===== src/rtl/gelu_lut_loader_pkg.sv =====
`default_nettype none
// ============================================================================
// Module      : gelu_lut_loader_pkg
// Description : Shared types and default widths for the GELU LUT loader.
// Revision    : 1.0 - initial release
// ============================================================================
package gelu_lut_loader_pkg;

    // Default LUT geometry: 256 entries of 8 bits.
    localparam int c_lut_addr_default = 8;
    localparam int c_lut_data_default = 8;

    // Loader control states.
    typedef enum logic [1:0] {
        IDLE = 2'd0,
        LOAD = 2'd1,
        DONE = 2'd2
    } state_t;

endpackage : gelu_lut_loader_pkg
`default_nettype wire


===== src/rtl/gelu_lut_loader.sv =====
`default_nettype none
// ============================================================================
// Module      : gelu_lut_loader
// Description : Streams a run of entries into the GELU lookup table write
//               port. A start request latches a base address and entry count;
//               each accepted stream beat is written one cycle later at an
//               auto-incrementing (wrapping) address. A single done pulse
//               marks the final write. Loads may be aborted.
//               Optional macro GELU_LUT_LOADER_CHECKSUM_EN adds a cfg_checksum
//               input and flags a sticky err when the modulo sum of the loaded
//               entries does not match it.
// Revision    : 1.0 - initial release
// ============================================================================
module gelu_lut_loader
    import gelu_lut_loader_pkg::*;
#(
    parameter int LUT_ADDR = c_lut_addr_default,
    parameter int LUT_DATA = c_lut_data_default
) (
    input  logic                clk,
    input  logic                rst,
    input  logic                cfg_start,
    input  logic [LUT_ADDR-1:0] cfg_base,
    input  logic [LUT_ADDR-1:0] cfg_len,
    input  logic                cfg_abort,
`ifdef GELU_LUT_LOADER_CHECKSUM_EN
    input  logic [LUT_DATA-1:0] cfg_checksum,
`endif
    input  logic                s_valid,
    input  logic [LUT_DATA-1:0] s_data,
    output logic                s_ready,
    output logic                lut_wen,
    output logic [LUT_ADDR-1:0] lut_waddr,
    output logic [LUT_DATA-1:0] lut_wdata,
    output logic                busy,
    output logic                done,
    output logic                err
);

    state_t                r_state;
    state_t                w_state_next;
    logic                  w_start;
    logic                  w_accept;
    logic                  w_last_beat;

    logic [LUT_ADDR-1:0]   r_addr;
    logic [LUT_ADDR-1:0]   r_remain;

    logic                  r_wen;
    logic [LUT_ADDR-1:0]   r_waddr;
    logic [LUT_DATA-1:0]   r_wdata;

    // A beat is taken whenever the loader is in LOAD and the source offers data.
    assign w_accept    = s_valid && (r_state == LOAD);
    // Remaining count of 1 marks the final beat; a length of 0 wraps through
    // all ones and so yields the full 2^LUT_ADDR beats.
    assign w_last_beat = (r_remain == LUT_ADDR'(1));

    // State register.
    always_ff @(posedge clk) begin
        if (rst) begin
            r_state <= IDLE;
        end else begin
            r_state <= w_state_next;
        end
    end

    // Next-state and state-decoded outputs; abort takes priority over finishing.
    always_comb begin
        w_state_next = r_state;
        w_start      = 1'b0;
        s_ready      = 1'b0;
        busy         = 1'b0;
        done         = 1'b0;
        case (r_state)
            IDLE: begin
                if (cfg_start) begin
                    w_start      = 1'b1;
                    w_state_next = LOAD;
                end
            end
            LOAD: begin
                s_ready = 1'b1;
                busy    = 1'b1;
                if (cfg_abort) begin
                    w_state_next = IDLE;
                end else if (w_accept && w_last_beat) begin
                    w_state_next = DONE;
                end
            end
            DONE: begin
                busy         = 1'b1;
                done         = 1'b1;
                w_state_next = IDLE;
            end
            default: begin
                w_state_next = IDLE;
            end
        endcase
    end

    // Address and remaining-entry counters, loaded on start, stepped per beat.
    always_ff @(posedge clk) begin
        if (rst) begin
            r_addr   <= '0;
            r_remain <= '0;
        end else if (w_start) begin
            r_addr   <= cfg_base;
            r_remain <= cfg_len;
        end else if (w_accept) begin
            r_addr   <= r_addr + LUT_ADDR'(1);
            r_remain <= r_remain - LUT_ADDR'(1);
        end
    end

    // Write-port register: one-cycle latency, address/data hold between writes.
    always_ff @(posedge clk) begin
        if (rst) begin
            r_wen   <= 1'b0;
            r_waddr <= '0;
            r_wdata <= '0;
        end else begin
            r_wen <= w_accept;
            if (w_accept) begin
                r_waddr <= r_addr;
                r_wdata <= s_data;
            end
        end
    end

    assign lut_wen   = r_wen;
    assign lut_waddr = r_waddr;
    assign lut_wdata = r_wdata;

`ifdef GELU_LUT_LOADER_CHECKSUM_EN
    logic [LUT_DATA-1:0] r_sum;
    logic [LUT_DATA-1:0] r_chk;
    logic                r_err;
    logic                w_err_now;

    // In DONE the sum already includes the final beat accepted last cycle.
    assign w_err_now = (r_state == DONE) && (r_sum != r_chk);

    // Running sum of accepted entries and sticky mismatch flag.
    always_ff @(posedge clk) begin
        if (rst) begin
            r_sum <= '0;
            r_chk <= '0;
            r_err <= 1'b0;
        end else if (w_start) begin
            r_sum <= '0;
            r_chk <= cfg_checksum;
            r_err <= 1'b0;
        end else begin
            if (w_accept) begin
                r_sum <= r_sum + s_data;
            end
            if (w_err_now) begin
                r_err <= 1'b1;
            end
        end
    end

    assign err = r_err | w_err_now;
`else
    assign err = 1'b0;
`endif

endmodule : gelu_lut_loader
`default_nettype wire


===== config.mk =====
export PLATFORM = sky130hd
export DESIGN_NAME = gelu_lut_loader
export DESIGN_NICKNAME = d
export VERILOG_FILES = /design/src/rtl/gelu_lut_loader_pkg.sv /design/src/rtl/gelu_lut_loader.sv
export SDC_FILE = /design/constraint.sdc
export NUM_CORES = 1
export LEC_CHECK = 0
export ABC_AREA = 1
export CAP_MARGIN = 20
export CORE_MARGIN = 2
export CORE_UTILIZATION = 45
export DETAILED_ROUTE_END_ITERATION = 8
export HOLD_SLACK_MARGIN = 0.12
export PLACE_DENSITY = 0.83
export SYNTH_ARGS = -nofsm -noshare
export SYNTH_HDL_FRONTEND = slang
export SYNTH_SLANG_ARGS = --single-unit

===== constraint.sdc =====
create_clock -name clk -period 2.7 [get_ports clk]
set_input_delay 0.54 -clock clk [delete_from_list [all_inputs] [get_ports clk]]
set_output_delay 0.54 -clock clk [all_outputs]
set_load 0.005 [all_outputs]

; ---- Word level (Yosys, flattened, before mapping)
; Index checks and enable logic that the tools add are counted.
[classes]
n_eq_ne = 5
addsub = 2
n_mux = 13
reduce_logical = 6
[ops]
columns = op, count
row1 = 2-to-1 mux 8 bit, 4
row2 = "adder 8 x 1 -> 8 bit, second input constant", 1
row3 = "equality test 8 x 1 -> 1 bit, second input constant", 1
row4 = "subtractor 8 x 1 -> 8 bit, second input constant", 1
row5 = 2-to-1 mux 2 bit, 3
row6 = 2-to-1 mux 1 bit, 5
row7 = one-hot mux 2 bit (2 select lines), 1
row8 = "inequality test 3 x 2 -> 1 bit, second input constant", 1
row9 = "equality test 2 x 1 -> 1 bit, second input constant", 1
row10 = "equality test 2 bit, second input constant", 1
row11 = logical AND 1 bit, 2
row12 = zero test 2 bit, 1
row13 = "inequality test 2 bit, second input constant", 1
row14 = AND reduction 2 bit, 1
row15 = nonzero test 2 bit, 1
row16 = OR reduction 2 bit, 1
[totals]
wordCells = 32
ff_bits = 35
inputBits = 29
output_inout_bits = 21

; ---- Depth between registers and ports, before layout
; Gate-level depths: netlist of run 1.
[logic_depth]
word_depth = 6
depth_mapped = 9
depth_no_buf = 9

; ---- Worst setup path before layout of run 1
; Ideal clock, no wire load.
[synth_timing]
path_kind = flip-flop to flip-flop
from = register r_state[0]
to = register r_addr[6]
path_stages_with_launch = 10
t_arrival_ns = 1.206
setup_time_ns = 0.130
t_required_ns = 2.570
path_slack_ns = 1.364
path_buffers = 1
synth_period_minus_slack_ns = 1.336
cell_sequence = dfxtp_1 inv_1 ha_1 nand2_2 inv_2 buf_6 nand2_1 o21ai_0 a31oi_1 nor2_1
[synth_between]
elab_chain_len = 3
word_cells_on_any_way = 6
cone_classes = eq/ne (1) / mux (2) / reduce/logical (3)
[synth_rtl]
columns = item, line_no
row1 = from (decl), gelu_lut_loader.sv:40  ; state_t r_state;
row2 = from (signal assigned), gelu_lut_loader.sv:64  ; r_state <= w_state_next;
row3 = zero test 2 bit / equality test 2 x 1 -> 1 bit (equally long branches), "gelu_lut_loader.sv:75, gelu_lut_loader.sv:54"
row4 = 2-to-1 mux 1 bit / logical AND 1 bit (equally long branches), "gelu_lut_loader.sv:75, gelu_lut_loader.sv:54"
row5 = 2-to-1 mux 8 bit / nonzero test 2 bit (equally long branches), --
row6 = to (signal assigned), gelu_lut_loader.sv:108  ; r_addr <= cfg_base;
row7 = to (signal assigned), gelu_lut_loader.sv:111  ; r_addr <= r_addr + LUT_ADDR'(1);
row8 = to (decl), gelu_lut_loader.sv:46  ; logic [LUT_ADDR-1:0] r_addr;
; Several ways; a longest one is shown, not always the timed one.
; A chain may end at the register's enable or synchronous reset.

; ---- Worst setup path after layout of run 1
[layout_timing]
from = register r_state[0]
to = output port busy
[layout_between]
elab_chain_len = 3
word_cells_on_any_way = 4
cone_classes = eq/ne (2) / mux (1) / reduce/logical (1)
[layout_rtl]
columns = item, line_no
row1 = equality test 2 x 1 -> 1 bit / equality test 2 bit (equally long branches), gelu_lut_loader.sv:75  ; case (r_state)
row2 = OR reduction 2 bit (no line) *, --
row3 = 2-to-1 mux 1 bit *, gelu_lut_loader.sv:75
row4 = to (decl), gelu_lut_loader.sv:35  ; output logic busy,
; Mark *: on every way between the ends. The rest lies on a longest branch, timed or not.

==> results of run 1 <==
-- worst paths after layout --
| path | startpoint | end | slack, ns |
|---|---|---|---|
| setup / recovery | r_state[0] | busy | 0.65 |
| hold / removal | lut_waddr[0] | lut_waddr[0] | 0.48 |
| setup reg to reg | r_state[0] | r_remain[2] | 0.93 |
| hold reg to reg | lut_waddr[0] | lut_waddr[0] | 0.48 |
-- cell type report --
type                       count  area share
multi-input combinational    170       0.377
inverter                      32      0.0512
timing repair buffer          50       0.211
clock inverter                 2     0.00533
tap                           48      0.0256
clock buffer                   6      0.0309
sequential                    35       0.299
-- state kept, by name, summed over array words and instances, names as in the netlist --
name	cells
lut_wen	1
r_state	2
lut_waddr	8
lut_wdata	8
r_addr	8
r_remain	8
-- layer usage --
layer  global-route usage  vias to the layer above  wire length [um]
li1                     -                      892                 -
met1                0.225                      811              1840
met3               0.0642                        4               311
met5                    0                        -                 0
met2                0.338                       68              2030
met4               0.0842                        0                42
-- synth_stat cells --
cell type  instances
dfxtp_1           35
inv_1             30
nand3_2            4
o211ai_1           3
conb_1             1
nand4_1            3
o221ai_1           1
nand3_1           12
buf_12             1
buf_4              1
clkbuf_1           1
a21oi_2            3
nor2_2             1
o21ai_0           25
nor2_1            33
buf_1              2
nor3_1             1
inv_2              2
nand2_4            1
o221ai_2           1
buf_2              3
a21oi_1           14
xor2_1             1
nand2_1           47
ha_1               7
buf_6              3
a31oi_1            5
o21ai_1            2
xnor2_1            1
nand2_2            4
-- critical path, cell delays in order (launching register included) --
cell and delay (ns):
dfxtp_1 0.37, inv_1 0.09, ha_1 0.28, clkdlybuf4s50_1 0.49
-- cell families after synthesis --
family | after synthesis
DFF | 35
xor gates and xnor gates | 2
AOI/OAI and AO/OA | 54
other | 1
and+or+nand+nor | 106
adders and majority gates | 7
buffers and inverters | 43
-- metrics by stage --
step	hold slack (ns)	setup slack (ns)	power, uW	instance area (um^2)
after floorplan	0.460	1.36	822	1790
after global placement	0.467	0.638	937	2260
after detailed placement	0.461	0.597	944	2260
after CTS	0.471	0.633	1310	2350
after global routing	0.518	0.595	1380	2350
final	0.478	0.647	1310	2350
-- power breakdown --
group          internal (uW)  switching [uW]  leakage, uW
combinational            156             180     0.000654
sequential               564            36.8     0.000287
clock                    180             190    0.0000412
total                    900             407     0.000983
==> impl_metrics.csv, run 1 <==
group,metric,value,unit
clock_network,cts_hold_buf,0,
placed_design,dpl.hpwl,3.02,mm
synthesis,synth_seq_cells,35,
routing,postRouteAntennaNets,0,
synthesis,yosysTopAreaCellShare,0.391,
pwr,power_density,557,mW/mm^2
routing,drc_errors,0,
pwr,ir_worst_vdd,257,uV
timing,worst_pin_slew,0.609,ns
routing,dr.first_iter.drc_count,84,
final_layout,nets,330,
floorplan,num_rows,22,
synthesis,synth_top_family_by_area,"simple AND/OR/NAND/NOR gates",
timing,setup_viol_count_final,0,
global_routing,antenna_found_initial,0,
hold_path,min_path_type,"reg2reg",
placed_design,numPortBuffers,48,
pwr,power_leakage,0.000983,uW
final_layout,finish.utilization,0.627,
timing,min_period,2.05,ns
clock_network,path_clk_slew,0.07,ns
synthesis,synth_compound_area_frac,0.172,
final_layout,multi_input_area,885,um^2
placed_design,place.gp.congestion,0.910,
final_layout,stdcell_count,343,
clock_network,cts-root-buf,"clkbuf_8",
timing,slew_headroom,0.594,
global_routing,grt-ovfl-total,0,
routing,vias,1775,
floorplan,dieArea,0.00451,mm^2
worst_setup_path,worstRegToRegCells,8,
worst_setup_path,cp.required,2.16,ns
final_layout,seq_area,701,um^2
floorplan,start_util,0.479,
synthesis,synth-xor-area-share,0.00977,
clock_network,cts_buffers,5,
global_routing,grt_max_degree,24,
synthesis,synthSimpleGateAreaFrac,0.260,
outcome,status,"complete, no violations",
synthesis,synth.distinct_cells,30,
final_layout,most-common-layout-cells,"clkdlybuf4s50_1, nand2_1, dfxtp_1, nor2_1, inv_1",
timing,fmax,0.487,GHz
clock_network,h-tree-depth,2,
timing,hold_viol_final,0,
synthesis,yosysTopAreaCell,"dfxtp_1",
final_layout,fillCellCount,345,
timing,post-route-period-util,0.760,
worst_setup_path,end_kind,"output pin",
routing,dr.pass1.iters,4,
synthesis,syn_avg_cell_area,7.23,um^2
clock_network,clockBufferDepth,2,
global_routing,grt_pass1_wl,6.67,mm
timing,fin_tns_setup,0,ns
synthesis,syn_area,0.00179,mm^2
worst_setup_path,worstPathArrival,1.51,ns
floorplan,core_area,0.00374,mm^2
routing,wl,4.23,mm
worst_setup_path,crit_fanout,3,
timing,grt_setup_unrepaired,"no",
clock_network,clock-sinks,35,
timing,skew,0.00465,ns
floorplan,pin_count,50,
global_routing,grt_use_total,0.198,
flow_run,drv_cap,0,
routing,routedWlPerCell,12.3,um
synthesis,synthesis.instances,248,
synthesis,synth_mux_area_frac,0,
final_layout,final_common_cell,"clkdlybuf4s50_1",
synthesis,yosys-top-cells-area,"dfxtp_1, nand2_1, o21ai_0",
synthesis,seq_area_frac_synth,0.391,
clock_network,clock_latency,0.29,ns
global_routing,grt_pass1_vias,1628,
synthesis,synthAdderAreaFrac,0.0488,
clock_network,cts_resized,0,
worst_setup_path,crit_path_start_kind,"flip-flop",
synthesis,yosys_warnings,0,
hold_path,min_path_cells,2,
final_layout,layout-drive-gt1-share,0.0847,
clock_network,cts_setup_buffers,0,
routing,vias_per_cell,5.17,
placed_design,dp.cells,335,
clock_network,cts_tree,"yes",
final_layout,area_delta_synth_final,30.8,%
timing,maxSlewViolCount,0,
worst_setup_path,path_class,"reg2out",
floorplan,die_h,67.1,um
final_layout,diodes,0,
synthesis,synth_fp_nets,284,
floorplan,die_w,67.1,um
Power figures use the tool's default switching activity.
==> run 2, diff against run 1 <==
==> constraint.sdc (replaced) <==
create_clock -name clk -period 2 [get_ports clk]
set_input_delay 0.4 -clock clk [delete_from_list [all_inputs] [get_ports clk]]
set_output_delay 0.4 -clock clk [all_outputs]
set_load 0.005 [all_outputs]
==> run 2 against run 1 <==
  * Sequential share of layout area decreased by 0.47 points
  * Hold slack about the same
  * Clock skew increased by 0.00086 ns
  * Global-route usage increased by 0.81 points
  * Wire length increased by 1.5%
  * Utilization increased by 1.0 points
  * Largest power group unchanged
==> impl_metrics.csv, run 2 (synthesized netlist as in run 1, its figures left out) <==
group,metric,value,unit
global_routing,antenna_found_initial,0,
flow_run,drv_cap,0,
timing,finalWorstSetupSlack,0.0848,ns
routing,vias,1780,
timing,post-route-period-util,0.958,
timing,fin_tns_setup,0,ns
outcome,status,"complete, no violations",
final_layout,final_common_cell,"clkdlybuf4s50_1",
hold_path,min_path_type,"reg2reg",
global_routing,grt_pass1_wl,7.01,mm
routing,wl,4.29,mm
global_routing,grt_use_total,0.206,
clock_network,cts_tree,"yes",
floorplan,core_area,0.00374,mm^2
placed_design,place.gp.congestion,0.984,
floorplan,dieArea,0.00451,mm^2
global_routing,grt-ovfl-total,0,
clock_network,cts_hold_buf,0,
placed_design,dp_slack,0.180,ns
floorplan,num_rows,22,
clock_network,cts_buffers,5,
pwr,power_leakage,0.00101,uW
worst_setup_path,end_kind,"output pin",
worst_setup_path,crit_fanout,3,
final_layout,stdcell_count,348,
final_layout,area_delta_synth_final,32.9,%
floorplan,start_util,0.479,
global_routing,grt_pass1_vias,1591,
worst_setup_path,cp.required,1.60,ns
clock_network,clockBufferDepth,2,
clock_network,cts_resized,0,
worst_setup_path,path_class,"reg2out",
placed_design,numPortBuffers,48,
pwr,ir_worst_vdd,347,uV
routing,dr.pass1.iters,4,
routing,drc_errors,0,
final_layout,most-common-layout-cells,"clkdlybuf4s50_1, nand2_1, dfxtp_1, nor2_1, inv_1",
timing,hold_viol_final,0,
routing,postRouteAntennaNets,0,
final_layout,layout-drive-gt1-share,0.100,
routing,routedWlPerCell,12.3,um
final_layout,diodes,0,
clock_network,cts_setup_buffers,0,
floorplan,die_h,67.1,um
clock_network,h-tree-depth,2,
worst_setup_path,worstPathArrival,1.52,ns
placed_design,dpl.hpwl,3.11,mm
clock_network,cts-root-buf,"clkbuf_8",
timing,setup_viol_count_final,0,
clock_network,clock_latency,0.29,ns
timing,maxSlewViolCount,0,
floorplan,pin_count,50,
timing,min_period,1.92,ns
routing,vias_per_cell,5.11,
routing,dr.first_iter.drc_count,91,
placed_design,dp.cells,340,
timing,skew,0.00551,ns
final_layout,nets,335,
global_routing,grt_max_degree,18,
floorplan,die_w,67.1,um
pwr,power_density,747,mW/mm^2
timing,grt_setup_unrepaired,"no",
final_layout,fillCellCount,344,
timing,fmax,0.522,GHz
worst_setup_path,crit_path_start_kind,"flip-flop",
clock_network,clock-sinks,35,
clock_network,path_clk_slew,0.07,ns
==> run 2: changes by cell type in the layout (fill, tap and decap cells not counted), sizes merged <==
cell and change:
buf +5
==> run 2: worst paths after layout <==
path                                   start           end  slack (ns)  depth (start not counted)
worst max-delay path              r_state[0]          busy        0.08                          3
worst min-delay path            lut_waddr[0]  lut_waddr[0]        0.48                          2
worst max register to register    r_state[0]     r_addr[1]        0.32                          7
worst min register to register  lut_waddr[0]  lut_waddr[0]        0.48                          2
==> run 2: critical path, cell delays in order (launching register included) <==
cell and delay, ns:
dfxtp_1 0.36, inv_1 0.09, ha_1 0.28, clkdlybuf4s50_1 0.49
==> run 2: metal layers <==
layer  wire length, um  GRT usage  vias to the layer above
met5                 0          0                        -
met4                81     0.0944                        0
met3               348     0.0591                       11
met2              1880      0.329                       77
met1              1980      0.255                      795
li1                  -          -                      897
==> run 2: per-stage QoR <==
step / hold WS [ns] / utilization / area (um^2) / power [uW]
after floorplan: 0.460 / - / 1790 / 1110
after global placement: 0.459 / 0.614 / 2300 / 1280
after detailed placement: 0.471 / 0.614 / 2300 / 1280
after CTS: 0.482 / 0.637 / 2380 / 1780
after global routing: 0.508 / 0.637 / 2380 / 1880
final: 0.477 / 0.637 / 2380 / 1780
==> run 2: where the power goes <==
part	total (uW)	internal [uW]	switching, uW
combinational	464	220	244
sequential	811	761	50.5
clock	506	243	263
total	1780	1220	557
==> run 2: layout make-up <==
| type | count | area (um^2) | share of cell area |
|---|---|---|---|
| Clock buffer | 6 | 72.6 | 0.0304 |
| Sequential cell | 35 | 701 | 0.294 |
| Multi-Input combinational cell | 170 | 885 | 0.371 |
| Inverter | 32 | 120 | 0.0504 |
| Tap cell | 48 | 60.1 | 0.0252 |
| Clock inverter | 2 | 12.5 | 0.00525 |
| Timing Repair Buffer | 55 | 533 | 0.224 |
